$ cat config.mk
export PLATFORM = sky130hd
export DESIGN_NAME = home_particle_broadcaster
export DESIGN_NICKNAME = d
export VERILOG_FILES = /design/src/rtl/home_particle_broadcaster_pkg.sv /design/src/rtl/home_particle_broadcaster_bcast_read_pipe.sv /design/src/rtl/home_particle_broadcaster.sv
export SDC_FILE = /design/constraint.sdc
export NUM_CORES = 1
export LEC_CHECK = 0
export CORE_MARGIN = 4
export CORE_UTILIZATION = 41
export CTS_CLUSTER_DIAMETER = 60
export DETAILED_ROUTE_END_ITERATION = 16
export GPL_TIMING_DRIVEN = 0
export PLACE_DENSITY = 0.88
export SYNTH_ARGS = -nofsm -noshare
export SYNTH_HDL_FRONTEND = slang
export SYNTH_SLANG_ARGS = --single-unit
$ cat constraint.sdc
create_clock -name clk -period 5.3 [get_ports clk]
set_clock_uncertainty 0.15 [all_clocks]
set_input_delay 1.59 -clock clk [delete_from_list [all_inputs] [get_ports clk]]
set_output_delay 1.59 -clock clk [all_outputs]
set_load 0.05 [all_outputs]
$ cat src/rtl/home_particle_broadcaster_pkg.sv
// Shared constants and FSM encoding for the home-cell particle broadcaster.
// Particle ids are 1-based; RAM address 0 holds the particle count.
package home_particle_broadcaster_pkg;

    localparam int OFFSET_WIDTH_DEF      = 29;
    localparam int PARTICLE_ID_WIDTH_DEF = 7;
    localparam int DRAIN_CYCLES_DEF      = 8;
    localparam int COUNT_ADDR            = 0;
    localparam int FIRST_ID              = 1;
    localparam int FLUSH_CYCLES          = 2;

    typedef enum logic [2:0] {
        S_IDLE,
        S_RD_NUM,
        S_WAIT_NUM,
        S_STREAM,
        S_FLUSH,
        S_DRAIN,
        S_FINISH
    } state_t;

endpackage

$ cat src/rtl/home_particle_broadcaster_bcast_read_pipe.sv
// Two-stage delay line that keeps {particle_id, valid, count-flag} aligned
// with the one-cycle-latency RAM word and registers the broadcast outputs.
module bcast_read_pipe
    import home_particle_broadcaster_pkg::*;
#(
    parameter int OFFSET_WIDTH      = OFFSET_WIDTH_DEF,
    parameter int PARTICLE_ID_WIDTH = PARTICLE_ID_WIDTH_DEF
) (
    input  logic                         clk,
    input  logic                         rst,
    input  logic                         i_rd_en,
    input  logic                         i_rd_cnt,
    input  logic [PARTICLE_ID_WIDTH-1:0] i_rd_addr,
    input  logic [OFFSET_WIDTH-1:0]      i_rd_data_x,
    input  logic [OFFSET_WIDTH-1:0]      i_rd_data_y,
    input  logic [OFFSET_WIDTH-1:0]      i_rd_data_z,
    output logic [OFFSET_WIDTH-1:0]      o_pos_x,
    output logic [OFFSET_WIDTH-1:0]      o_pos_y,
    output logic [OFFSET_WIDTH-1:0]      o_pos_z,
    output logic [PARTICLE_ID_WIDTH-1:0] o_particle_id,
    output logic                         o_data_valid,
    output logic                         o_reading_num
);

    logic                         r_vld_p0, r_num_p0;
    logic [PARTICLE_ID_WIDTH-1:0] r_id_p0;
    logic                         r_vld_p1, r_num_p1;
    logic [PARTICLE_ID_WIDTH-1:0] r_id_p1;
    logic [OFFSET_WIDTH-1:0]      r_x_p1, r_y_p1, r_z_p1;

    always_ff @(posedge clk or posedge rst) begin
        if (rst) begin
            r_vld_p0 <= 1'b0;
            r_num_p0 <= 1'b0;
            r_id_p0  <= '0;
            r_vld_p1 <= 1'b0;
            r_num_p1 <= 1'b0;
            r_id_p1  <= '0;
            r_x_p1   <= '0;
            r_y_p1   <= '0;
            r_z_p1   <= '0;
        end else begin
            // Stage p0: request tag lines up with the RAM word arriving now
            r_vld_p0 <= i_rd_en & ~i_rd_cnt;
            r_num_p0 <= i_rd_en & i_rd_cnt;
            r_id_p0  <= i_rd_addr;
            // Stage p1: capture the word; outputs hold across bubbles
            r_vld_p1 <= r_vld_p0;
            r_num_p1 <= r_num_p0;
            if (r_vld_p0) begin
                r_id_p1 <= r_id_p0;
            end
            if (r_vld_p0 | r_num_p0) begin
                r_x_p1 <= i_rd_data_x;
                r_y_p1 <= i_rd_data_y;
                r_z_p1 <= i_rd_data_z;
            end
        end
    end

    assign o_pos_x       = r_x_p1;
    assign o_pos_y       = r_y_p1;
    assign o_pos_z       = r_z_p1;
    assign o_particle_id = r_id_p1;
    assign o_data_valid  = r_vld_p1;
    assign o_reading_num = r_num_p1;

endmodule

$ cat src/rtl/home_particle_broadcaster.sv
// Home-cell particle broadcaster: reads the count word, then runs one pass per
// reference particle streaming ids ref_id..N, with a phase=1 drain between passes.
module home_particle_broadcaster
    import home_particle_broadcaster_pkg::*;
#(
    parameter int OFFSET_WIDTH      = OFFSET_WIDTH_DEF,
    parameter int PARTICLE_ID_WIDTH = PARTICLE_ID_WIDTH_DEF,
    parameter int DRAIN_CYCLES      = DRAIN_CYCLES_DEF
) (
    input  logic                         clk,
    input  logic                         rst,
    input  logic                         start,
    output logic                         rd_en,
    output logic [PARTICLE_ID_WIDTH-1:0] rd_addr,
    input  logic [OFFSET_WIDTH-1:0]      rd_data_x,
    input  logic [OFFSET_WIDTH-1:0]      rd_data_y,
    input  logic [OFFSET_WIDTH-1:0]      rd_data_z,
    output logic [OFFSET_WIDTH-1:0]      raw_home_pos_x,
    output logic [OFFSET_WIDTH-1:0]      raw_home_pos_y,
    output logic [OFFSET_WIDTH-1:0]      raw_home_pos_z,
    output logic [PARTICLE_ID_WIDTH-1:0] particle_id,
    output logic [PARTICLE_ID_WIDTH-1:0] ref_id,
    output logic                         data_valid,
    output logic                         reading_particle_num,
    output logic                         phase,
    output logic                         prev_phase,
    output logic                         busy,
    output logic                         done
);

    localparam int CNT_W = $clog2(DRAIN_CYCLES) + 1;

    state_t                       r_state;
    logic                         r_rd_en, r_rd_cnt;
    logic                         r_phase, r_prev_phase, r_busy, r_done;
    logic [PARTICLE_ID_WIDTH-1:0] r_rd_addr, r_ref_id, r_num;
    logic [CNT_W-1:0]             r_cnt;
    logic [PARTICLE_ID_WIDTH-1:0] w_rd_num;

    assign w_rd_num = rd_data_x[PARTICLE_ID_WIDTH-1:0];

    always_ff @(posedge clk or posedge rst) begin
        if (rst) begin
            r_state      <= S_IDLE;
            r_rd_en      <= 1'b0;
            r_rd_cnt     <= 1'b0;
            r_rd_addr    <= '0;
            r_ref_id     <= '0;
            r_num        <= '0;
            r_cnt        <= '0;
            r_phase      <= 1'b0;
            r_prev_phase <= 1'b0;
            r_busy       <= 1'b0;
            r_done       <= 1'b0;
        end else begin
            r_prev_phase <= r_phase;
            r_done       <= 1'b0;
            case (r_state)
                S_IDLE: begin
                    if (start) begin
                        r_busy    <= 1'b1;
                        r_rd_en   <= 1'b1;
                        r_rd_cnt  <= 1'b1;
                        r_rd_addr <= PARTICLE_ID_WIDTH'(COUNT_ADDR);
                        r_state   <= S_RD_NUM;
                    end
                end
                S_RD_NUM: begin
                    r_rd_en  <= 1'b0;
                    r_rd_cnt <= 1'b0;
                    r_state  <= S_WAIT_NUM;
                end
                S_WAIT_NUM: begin
                    r_num <= w_rd_num;
                    if (w_rd_num == '0) begin
                        r_busy  <= 1'b0;
                        r_done  <= 1'b1;
                        r_state <= S_FINISH;
                    end else begin
                        r_ref_id  <= PARTICLE_ID_WIDTH'(FIRST_ID);
                        r_phase   <= 1'b0;
                        r_rd_en   <= 1'b1;
                        r_rd_addr <= PARTICLE_ID_WIDTH'(FIRST_ID);
                        r_state   <= S_STREAM;
                    end
                end
                S_STREAM: begin
                    // Exact compare against N so the all-ones count never wraps
                    if (r_rd_addr == r_num) begin
                        r_rd_en <= 1'b0;
                        r_cnt   <= CNT_W'(FLUSH_CYCLES - 1);
                        r_state <= S_FLUSH;
                    end else begin
                        r_rd_addr <= r_rd_addr + 1'b1;
                    end
                end
                S_FLUSH: begin
                    if (r_cnt == '0) begin
                        r_phase <= 1'b1;
                        r_cnt   <= CNT_W'(DRAIN_CYCLES - 1);
                        r_state <= S_DRAIN;
                    end else begin
                        r_cnt <= r_cnt - 1'b1;
                    end
                end
                S_DRAIN: begin
                    if (r_cnt != '0) begin
                        r_cnt <= r_cnt - 1'b1;
                    end else begin
                        r_phase <= 1'b0;
                        if (r_ref_id == r_num) begin
                            r_busy  <= 1'b0;
                            r_done  <= 1'b1;
                            r_state <= S_FINISH;
                        end else begin
                            // New ref_id is visible on the same cycle phase falls
                            r_ref_id  <= r_ref_id + 1'b1;
                            r_rd_en   <= 1'b1;
                            r_rd_addr <= r_ref_id + 1'b1;
                            r_state   <= S_STREAM;
                        end
                    end
                end
                S_FINISH: begin
                    r_state <= S_IDLE;
                end
                default: begin
                    r_state <= S_IDLE;
                end
            endcase
        end
    end

    bcast_read_pipe #(
        .OFFSET_WIDTH      (OFFSET_WIDTH),
        .PARTICLE_ID_WIDTH (PARTICLE_ID_WIDTH)
    ) u_read_pipe (
        .clk           (clk),
        .rst           (rst),
        .i_rd_en       (r_rd_en),
        .i_rd_cnt      (r_rd_cnt),
        .i_rd_addr     (r_rd_addr),
        .i_rd_data_x   (rd_data_x),
        .i_rd_data_y   (rd_data_y),
        .i_rd_data_z   (rd_data_z),
        .o_pos_x       (raw_home_pos_x),
        .o_pos_y       (raw_home_pos_y),
        .o_pos_z       (raw_home_pos_z),
        .o_particle_id (particle_id),
        .o_data_valid  (data_valid),
        .o_reading_num (reading_particle_num)
    );

    assign rd_en      = r_rd_en;
    assign rd_addr    = r_rd_addr;
    assign ref_id     = r_ref_id;
    assign phase      = r_phase;
    assign prev_phase = r_prev_phase;
    assign busy       = r_busy;
    assign done       = r_done;

endmodule

# [After elaboration in Yosys (flattened, before gate mapping)]
# Cells that the tools add are included.
[word_totals] elab_cells=100 ff_bits=139 out_inout_bits=115
[classes] eq_ne=17 n_mux=37 n_bitwise=4 n_reduce_logical=19 add_sub_neg=3
[op_table] cell="$mux W7" n=5
[op_table] cell="$pmux W7 S4" n=1
[op_table] cell="$ne A2 B2 Y1 const B" n=10
[op_table] cell="$mux W3" n=6
[op_table] cell="$pmux W3 S6" n=1
[op_table] cell="$add A7 B1 Y7 const B" n=2
[op_table] cell="$eq A7 B7 Y1" n=2
[op_table] cell="$mux W1" n=14
[op_table] cell="$pmux W7 S2" n=1
[op_table] cell="$mux W4" n=3
[op_table] cell="$pmux W4 S3" n=1
[op_table] cell="$reduce_and A4 Y1" n=3
[op_table] cell="$reduce_and A6 Y1" n=2
[op_table] cell="$reduce_bool A3 Y1" n=3
[op_table] cell="$reduce_bool A4 Y1" n=2
[op_table] cell="$logic_not A7 Y1" n=1
[op_table] cell="$eq A3 B2 Y1 const B" n=2
[op_table] cell="$eq A3 B3 Y1 const B" n=2
[op_table] cell="$pmux W1 S3" n=2
[op_table] cell="$pmux W1 S5" n=1
[op_table] cell="$reduce_and A5 Y1" n=1
[op_table] cell="$reduce_bool A5 Y1" n=1
[op_table] cell="$logic_not A4 Y1" n=1
[op_table] cell="$pmux W1 S2" n=2
[op_table] cell="other kinds (9)" n=11

# [Depth between registers and ports, before layout]
# Gate-level depths: netlist (run 1).
[logic_depth] word_depth=4 ltp_mapped=8

# [By module]
# Synthesis (run 1) repeated with hierarchy kept, for this count alone.
[hier_totals] hier_cells=439 hier_area_um2=6034.5
[by_module_without_submodules] mod="bcast_read_pipe" instances=1 cells_each=213 area_each_um2=3963.8 seq_area_each_um2=2627.5
[by_module_without_submodules] mod="home_particle_broadcaster" instances=1 cells_each=226 area_each_um2=2070.7 seq_area_each_um2=850.8

# [Worst setup path after synthesis (run 1)]
# No wires, ideal clock.
[synth_path] path_kind="input port to flip-flop" from="in rd_data_x[3]" to="reg r_ref_id[5] (netlist: ref_id[5])" cell_stages=5 t_arrival_ps=2918 setup_slack_ps=2107 setup_time_ps=125 path_buffers=0 cell_sequence="or4_4 nor4_4 a31oi_2 o21ai_4 mux2_2"
[synth_via] elab_chain_len=3
[synth_rtl] item="start, declared" line="home_particle_broadcaster.sv:15" rtl="input logic [OFFSET_WIDTH-1:0] rd_data_x,"
[synth_rtl] item="$logic_not A7 Y1" line="home_particle_broadcaster.sv:75" rtl="if (w_rd_num == '0) begin"
[synth_rtl] item="$ne A2 B2 Y1 (no source line)"
[synth_rtl] item="$reduce_and A4 Y1 (no source line)"
[synth_rtl] item="end signal, assigned" line="home_particle_broadcaster.sv:80" rtl="r_ref_id <= PARTICLE_ID_WIDTH'(FIRST_ID);"
[synth_rtl] item="end signal, assigned" line="home_particle_broadcaster.sv:117" rtl="r_ref_id <= r_ref_id + 1'b1;"
[synth_rtl] item="end, declared" line="home_particle_broadcaster.sv:36" rtl="logic [PARTICLE_ID_WIDTH-1:0] r_rd_addr, r_ref_id, r_num;"
# No other way between the ends.
# A chain may end at the register's enable or synchronous reset.

# [Worst setup path after layout (run 1)]
[layout_path] from="reg r_rd_addr[3] (netlist: rd_addr[3])" to="out rd_addr[3]"
[layout_rtl] item="start, declared" line="home_particle_broadcaster.sv:36"
[layout_rtl] item="start signal, assigned" line="home_particle_broadcaster.sv:64" rtl="r_rd_addr <= PARTICLE_ID_WIDTH'(COUNT_ADDR);"
[layout_rtl] item="start signal, assigned" line="home_particle_broadcaster.sv:83" rtl="r_rd_addr <= PARTICLE_ID_WIDTH'(FIRST_ID);"
[layout_rtl] item="start signal, assigned" line="home_particle_broadcaster.sv:94" rtl="r_rd_addr <= r_rd_addr + 1'b1;"
[layout_rtl] item="end, declared" line="home_particle_broadcaster.sv:14" rtl="output logic [PARTICLE_ID_WIDTH-1:0] rd_addr,"
# No word-level cell between the ends.

==> results by group, run 1 <==
GRT
  • GR Util All Layers: 0.181
  • Global-route met3 utilization: 0.0623
  • Initial antenna violation count: 0
  • GRT Residual Overflow: 0
  • Largest net degree at the start of global routing: 45
  • Number of global-route vias before repair: around 4500
  • First-pass GRT wire length: roughly 23000 µm
  • M2 GR Usage: 0.298
  • GR Util met1: 0.220
  • GR peak layer: met2

Layout
  • NumNets Final: 748
  • Layout Area Growth over Synthesis: 51.5%
  • Fin area: between 8000 and 9000 µm²
  • Filler cells: between 1000 and 1500
  • N_diodes: 0
  • Layout cell share with drive strength beyond 1: 0.246
  • Non-Filler Instances: between 800 and 900

Status
  • Status: finished clean

Yosys
  • Synth top area share: 0.595
  • Cell with the most instances after synthesis: dfrtp_1
  • YS warnings: 0
  • Top cells by count, synth: dfrtp_1, mux2_2, o21ai_0
  • Sequential area share after synthesis: 0.595
  • Post-synthesis register bit count: 139
  • Synth Instances: 429
  • Mapped Area: 5840 µm²
  • Cell taking the most area after synthesis: dfrtp_1
  • Syn avg cell area: between 10 and 15 µm²
  • EDFF count, synth: 0
  • Post-synth net total: between 500 and 600
  • Ys flop type: dfrtp_1
  • Area contributors post-synth: dfrtp_1, mux2_2, o21ai_0, xor2_1, nand2_1
  • Netlist cell types: 53
  • Ys async rst share: 1.00

Timing
  • RSZ-0062 raised after global routing: false
  • Final Hold Fails: 0
  • Max-slew violation count: 0
  • Final Critical Period: between 3 and 4 ns
  • Total negative setup slack: 0 ns
  • FMAX: between 200 and 300 MHz
  • Post-route clock period utilization: 0.673
  • Relative slew slack: 0.560
  • Worst-margin pin slew: approximately 0.66 ns
  • Final setup fails: 0

Floorplanning
  • Site Rows: 43
  • Die Ht: between 100 and 150 µm
  • Die area: 16200 µm²
  • Core Area: ~14000 µm²
  • Die X: approximately 130 µm
  • Initial core utilization: 0.419
  • Num ports: ~200

Critical path
  • Crit. Startpoint: rd_addr[3]
  • CP Class: flop to primary output
  • Crit path cell chain: clkdlybuf4s50_1
  • Req. time, crit path: ~3.6 ns
  • Slowest CP cell: clkdlybuf4s50_1
  • CP startpoint kind: flop
  • Worst reg2reg endpoint: u_read_pipe.o_pos_x[11]
  • FF-to-FF path depth: 5
  • Slowest stage delay, CP: approximately 0.87 ns
  • Worst setup endpoint: rd_addr[3]
  • Worst endpoint data arrival time: between 1.5 and 2 ns
  • Worst R2R Start: u_read_pipe.r_vld_p0
  • CP delay by family, top: buffers and inverters
  • Worst path depth: 1
  • R2r setup slk: just under 3 ns
  • CP endpoint kind: primary output
  • CP bufs+invs: 1
  • CP max FO: 8

Flow run
  • Max-cap viol count: 0

Clocking
  • CTS tree: yes
  • Clock sink count: between 100 and 150
  • H-tree depth: 4
  • Setup Buffers After CTS: 0
  • CTS buffer count: 17
  • CTS Hold Bufs: 0
  • Clock transition at the registers of the reported paths: ~0.060 ns
  • Max Buffers Root-to-Sink: 2
  • Root cell of the clock tree: clkbuf_16
  • Latest clock arrival within the worst-skew pair: about 0.41 ns
  • CTS resizes: 0

Placement
  • Area after DPL: ~8000 µm²
  • Port Buffers: 204
  • Cells after DPL: slightly above 800
  • Post-DP HPWL: between 10000 and 15000 µm
  • Gpl congestion: 0.888

Detailed routing
  • Drt wl/cell: around 17 µm
  • DRT iter0 DRCs: slightly below 300
  • Pre-antenna DRT Iters: 5
  • Post-route ant nets: 0
  • # DRC: 0
  • Drt via density: about 5
  • Routed wire length: approximately 14000 µm
  • Via count: around 4400

Power and ir drop
  • Worst vdd ir: about 0.36 mV
  • P_leak: approximately 3.7 nW
  • Design Power: around 0.0066 W
  • Power per Cell Area: roughly 750 nW/µm²

Worst hold path
  • Hold Path Class: flop to flop
[sequential cells by signal, summed over array words and instances (netlist names)]
signal                     count
u_read_pipe.o_pos_x           29
u_read_pipe.o_pos_y           29
u_read_pipe.o_pos_z           29
r_num                          7
rd_addr                        7
ref_id                         7
u_read_pipe.o_particle_id      7
u_read_pipe.r_id_p0            7
r_cnt                          4
r_state                        3
busy                           1
done                           1
phase                          1
prev_phase                     1
r_rd_cnt                       1
rd_en                          1
u_read_pipe.o_data_valid       1
u_read_pipe.o_reading_num      1
u_read_pipe.r_num_p0           1
u_read_pipe.r_vld_p0           1
[per-layer routing]
metal / wire length [µm] / part of all wire / up-vias
met5: 0 / 0 / -
met4: 338 / 0.024 / 0
met3: 1210 / 0.084 / 31
met2: 7130 / 0.50 / 198
met1: 5680 / 0.40 / 2133
li1: - / - / 1998
[cell usage in the layout (no fill, tap or decap), types with 6 or more instances in the layout]
master,netlist,routed
inv_1,10,9
mux2_2,102,102
buf_2,6,6
nand2_1,20,20
dfrtp_1,139,139
a21oi_1,9,9
clkbuf_1,6,7
nand3_1,7,7
bufinv_16,0,7
clkbuf_16,0,17
clkdlybuf4s50_1,0,204
nor2_1,17,17
o21ai_0,24,24
xor2_1,12,12
[per-stage QoR]
step | hold slack [ns] | utilization | worst slack [ns]
after global placement | 0.207 | 0.582 | 0.746
after global routing | 0.232 | 0.635 | 1.67
final | 0.220 | 0.635 | 1.73
after detailed placement | 0.214 | 0.587 | 1.51
after floorplan | 0.202 | - | 1.82
after CTS | 0.222 | 0.635 | 1.72
[how the worst min path moves through the flow]
stage                         start  slack (ns)                   endpoint  cells after the start
6_report       u_read_pipe.r_num_p0        0.22  u_read_pipe.o_reading_num                      0
5_1_grt        u_read_pipe.r_vld_p0        0.23   u_read_pipe.o_data_valid                      0
4_1_cts        u_read_pipe.r_num_p0        0.22  u_read_pipe.o_reading_num                      0
3_5_place_dp   u_read_pipe.r_num_p0        0.21  u_read_pipe.o_reading_num                      0
3_3_place_gp   u_read_pipe.r_vld_p0        0.21   u_read_pipe.o_data_valid                      0
2_1_floorplan  u_read_pipe.r_vld_p0        0.20   u_read_pipe.o_data_valid                      0
[power breakdown]
part | internal [W] | switching, W | total [W]
combinational | 0.00134 | 0.00216 | 0.00350
clock | 0.000924 | 0.000418 | 0.00134
sequential | 0.00152 | 0.000285 | 0.00180
total | 0.00378 | 0.00287 | 0.00664
[area by class of cell]
| type | count | area (µm²) | share of cell area |
|---|---|---|---|
| multi-input combinational | 263 | 2220 | 0.251 |
| clock buffer | 18 | 429 | 0.0485 |
| inverter | 11 | 45.0 | 0.00509 |
| tap | 180 | 225 | 0.0254 |
| sequential | 139 | 3480 | 0.393 |
| timing repair buffer | 207 | 2100 | 0.238 |
| buffer | 16 | 97.6 | 0.0110 |
| clock inverter | 13 | 248 | 0.0280 |
[cell families (layout without fill, tap and decap cells)]
family,Yosys count,count (layout),synth area share
DFF,139,139,0.595
xor gates and xnor gates,18,18,0.0283
buffers and inverters,27,265,0.0238
AOI/OAI and AO/OA,67,67,0.0797
and+or+nand+nor,72,72,0.0681
muxes,103,103,0.198
adders and majority gates,3,3,0.00643
Note: power is estimated with default switching activity, not from simulation.
==> run 2: changes to the inputs <==
clock period = 3.11 ns   (was 5.3 ns; I/O delays follow)
==> results of run 2 <==
Same layout as run 1 (identical final DEF). Status: finished clean.
Main changes from that run: setup slack after placement 1.51 ns -> -0.0216 ns; setup slack after layout 1.73 ns -> 0.200 ns; register-to-register setup slack 2.96 ns -> 0.77 ns; total power 0.00664 W -> 0.0113 W; worst IR drop on VDD 0.359 mV -> 0.612 mV
==> run 3: changes to the inputs <==
CAP_MARGIN = 20   (was not set)
==> run 3 against run 2 <==
Utilization unchanged; clock power about the same; highest routed layer unchanged; total power about the same; largest cell class unchanged; non-clock buffer count unchanged; worst hold slack improved by 0.0043 ns; largest power group unchanged; flip-flop and latch count unchanged; design area unchanged; fmax increased by 0.81%; sequential share of layout area unchanged.
==> results by group, run 3 (synthesis gave the netlist of run 1 again) <==
Power and ir drop
  • Sw power: 0.00489 W
  • P_leak: 3.71 nW (unchanged)
  • Logic pwr share: 0.527 (about the same)
  • Design Power: ~0.011 W
  • Worst vdd ir: between 0.6 and 0.7 mV
  • Sw frac: 0.432
  • Internal power: about 0.0064 W
  • Power per Cell Area: 1280 nW/µm²
  • Clk network pwr share: 0.202 (about the same)
  • Flop pwr share: 0.271 (about the same)

Critical path
  • Req. time, crit path: ~2.0 ns
  • Slowest stage delay, CP: 0.87 ns (about the same)
  • CP startpoint kind: flop
  • Slowest CP cell: clkdlybuf4s50_1
  • Crit path cell chain: clkdlybuf4s50_1
  • CP bufs+invs: 1 (unchanged)
  • CP max FO: 8 (unchanged)
  • Worst R2R Start: u_read_pipe.r_vld_p0
  • Worst endpoint data arrival time: 1.80 ns (-0.03 ns)
  • CP Class: flop to primary output
  • CP endpoint kind: primary output
  • R2r setup slk: a little over 0.7 ns
  • Crit. Startpoint: rd_addr[3]
  • CP delay by family, top: buffers and inverters

Detailed routing
  • # DRC: 0 (unchanged)
  • Drt wl/cell: 17.0 µm (+0.27%)
  • DRT iter0 DRCs: 299 (+2.0%)
  • Via count: 4320 (-0.92%)
  • Pre-antenna DRT Iters: 4 (-1)
  • Routed wire length: 14400 µm (+0.27%)
  • Drt via density: 5.10 (-0.92%)
  • Post-route ant nets: 0 (unchanged)

Timing
  • Post-route clock period utilization: 0.928
  • FMAX: approximately 350 MHz
  • Final setup fails: 0 (unchanged)
  • Final Critical Period: about 2.9 ns
  • RSZ-0062 raised after global routing: false
  • Worst-margin pin slew: 0.659 ns (+0.000521 ns)
  • Final Hold Fails: 0 (unchanged)
  • Max-slew violation count: 0 (unchanged)
  • PnR worst setup slack: 0.223 ns
  • Relative slew slack: 0.560 (about the same)

Floorplanning
  • Die X: 127 µm (unchanged)
  • Site Rows: 43 (unchanged)
  • Die Ht: 127 µm (unchanged)
  • Core Area: 13900 µm² (unchanged)
  • Num ports: 205 (unchanged)
  • Initial core utilization: 0.419 (unchanged)
  • Die area: 16200 µm² (unchanged)

Layout
  • Seq. cell area: 3480 µm² (unchanged)
  • Non-Filler Instances: 847 (unchanged)
  • Layout Area Growth over Synthesis: 51.5% (unchanged)
  • N_diodes: 0 (unchanged)
  • NumNets Final: 748 (unchanged)
  • Most frequent cells in the layout: clkdlybuf4s50_1, dfrtp_1, mux2_2
  • Multi-input logic area: 2220 µm² (unchanged)
  • Layout cell share with drive strength beyond 1: 0.246 (unchanged)
  • Filler cells: 1042 (-0.29%)
  • Fin area: 8850 µm² (unchanged)
  • Commonest non-fill, non-tap cell in the layout: clkdlybuf4s50_1

Clocking
  • Latest clock arrival within the worst-skew pair: 0.40 ns (about the same)
  • CTS buffer count: 17 (unchanged)
  • Clock transition at the registers of the reported paths: 0.05 ns (about the same)
  • CTS resizes: 0 (unchanged)
  • CTS tree: yes
  • CTS Hold Bufs: 0 (unchanged)
  • Root cell of the clock tree: clkbuf_16
  • Setup Buffers After CTS: 0 (unchanged)
  • H-tree depth: 4 (unchanged)
  • Max Buffers Root-to-Sink: 2 (unchanged)
  • Clock sink count: 139 (unchanged)

Placement
  • Post-DP HPWL: 11100 µm (+0.32%)
  • Area after DPL: 8170 µm² (unchanged)
  • Gpl congestion: 0.888 (unchanged)
  • Dpl ws: -0.0162 ns
  • Cells after DPL: 816 (unchanged)
  • Port Buffers: 204 (unchanged)

Worst hold path
  • Hold Path Class: flop to flop
  • Hold path start: u_read_pipe.r_num_p0

Flow run
  • Max-cap viol count: 0 (unchanged)

GRT
  • Global-route met3 utilization: 0.0619 (-0.000418)
  • Number of global-route vias before repair: 4553 (+0.46%)
  • GRT Residual Overflow: 0 (unchanged)
  • GR Util All Layers: 0.179 (-0.00202)
  • GR Util met1: 0.213 (-0.00758)
  • M2 GR Usage: 0.305 (+0.00681)
  • GR peak layer: met2
  • Largest net degree at the start of global routing: 45 (unchanged)
  • First-pass GRT wire length: 23100 µm (-1.1%)
  • Initial antenna violation count: 0 (unchanged)

Status
  • Status: finished clean
run 3: cell counts in the layout (fill, tap and decap cells not counted):
Identical to the previous run, type by type.
run 3: path summary, 6_finish.rpt:
path | endpoint | cells past startpoint
worst min-delay path | u_read_pipe.o_reading_num | 0
worst max-delay path | rd_addr[3] | 1
worst min register to register | u_read_pipe.o_reading_num | 0
worst max register to register | u_read_pipe.o_pos_x[14] | 5
max in group asynchronous | u_read_pipe.o_pos_z[15] | 4
min in group asynchronous | u_read_pipe.o_pos_x[12] | 2
run 3: stage by stage:
step	setup TNS [ns]	util	hold slack, ns
floorplan	0	-	0.202
finish	0	0.635	0.224
global placement	-108.24	0.582	0.207
detailed placement	-0.0162	0.587	0.214
CTS	0	0.635	0.224
global route	0	0.635	0.233
run 3: metal layers:
layer | vias up | share of wire
met4 | 0 | 0.018
met5 | - | 0
met2 | 192 | 0.50
met3 | 26 | 0.085
li1 | 1999 | -
met1 | 2103 | 0.39
run 3: area by class of cell:
type                    instances  area share
multi-input cells             263       0.251
repair buffers                207       0.238
inverters                      11     0.00509
well taps                     180      0.0254
flip-flops and latches        139       0.393
clock buffers                  18      0.0485
plain buffers                  16      0.0110
clock inverters                13      0.0280
run 3: power by group through the flow:
stage               combinational, W  clock [W]  sequential, W
floorplan                    0.00184          0        0.00531
global placement             0.00589          0        0.00304
detailed placement           0.00599          0        0.00311
CTS                          0.00601    0.00234        0.00308
global route                 0.00624    0.00242        0.00317
finish                       0.00597    0.00228        0.00307
run 3: worst reg2reg max path, delay by kind of cell, from the launching register on:
kind,cells,cell delay [ns]
buffers and inverters,3,0.85
DFF,1,0.37
muxes,1,0.37
and+or+nand+nor,1,0.53
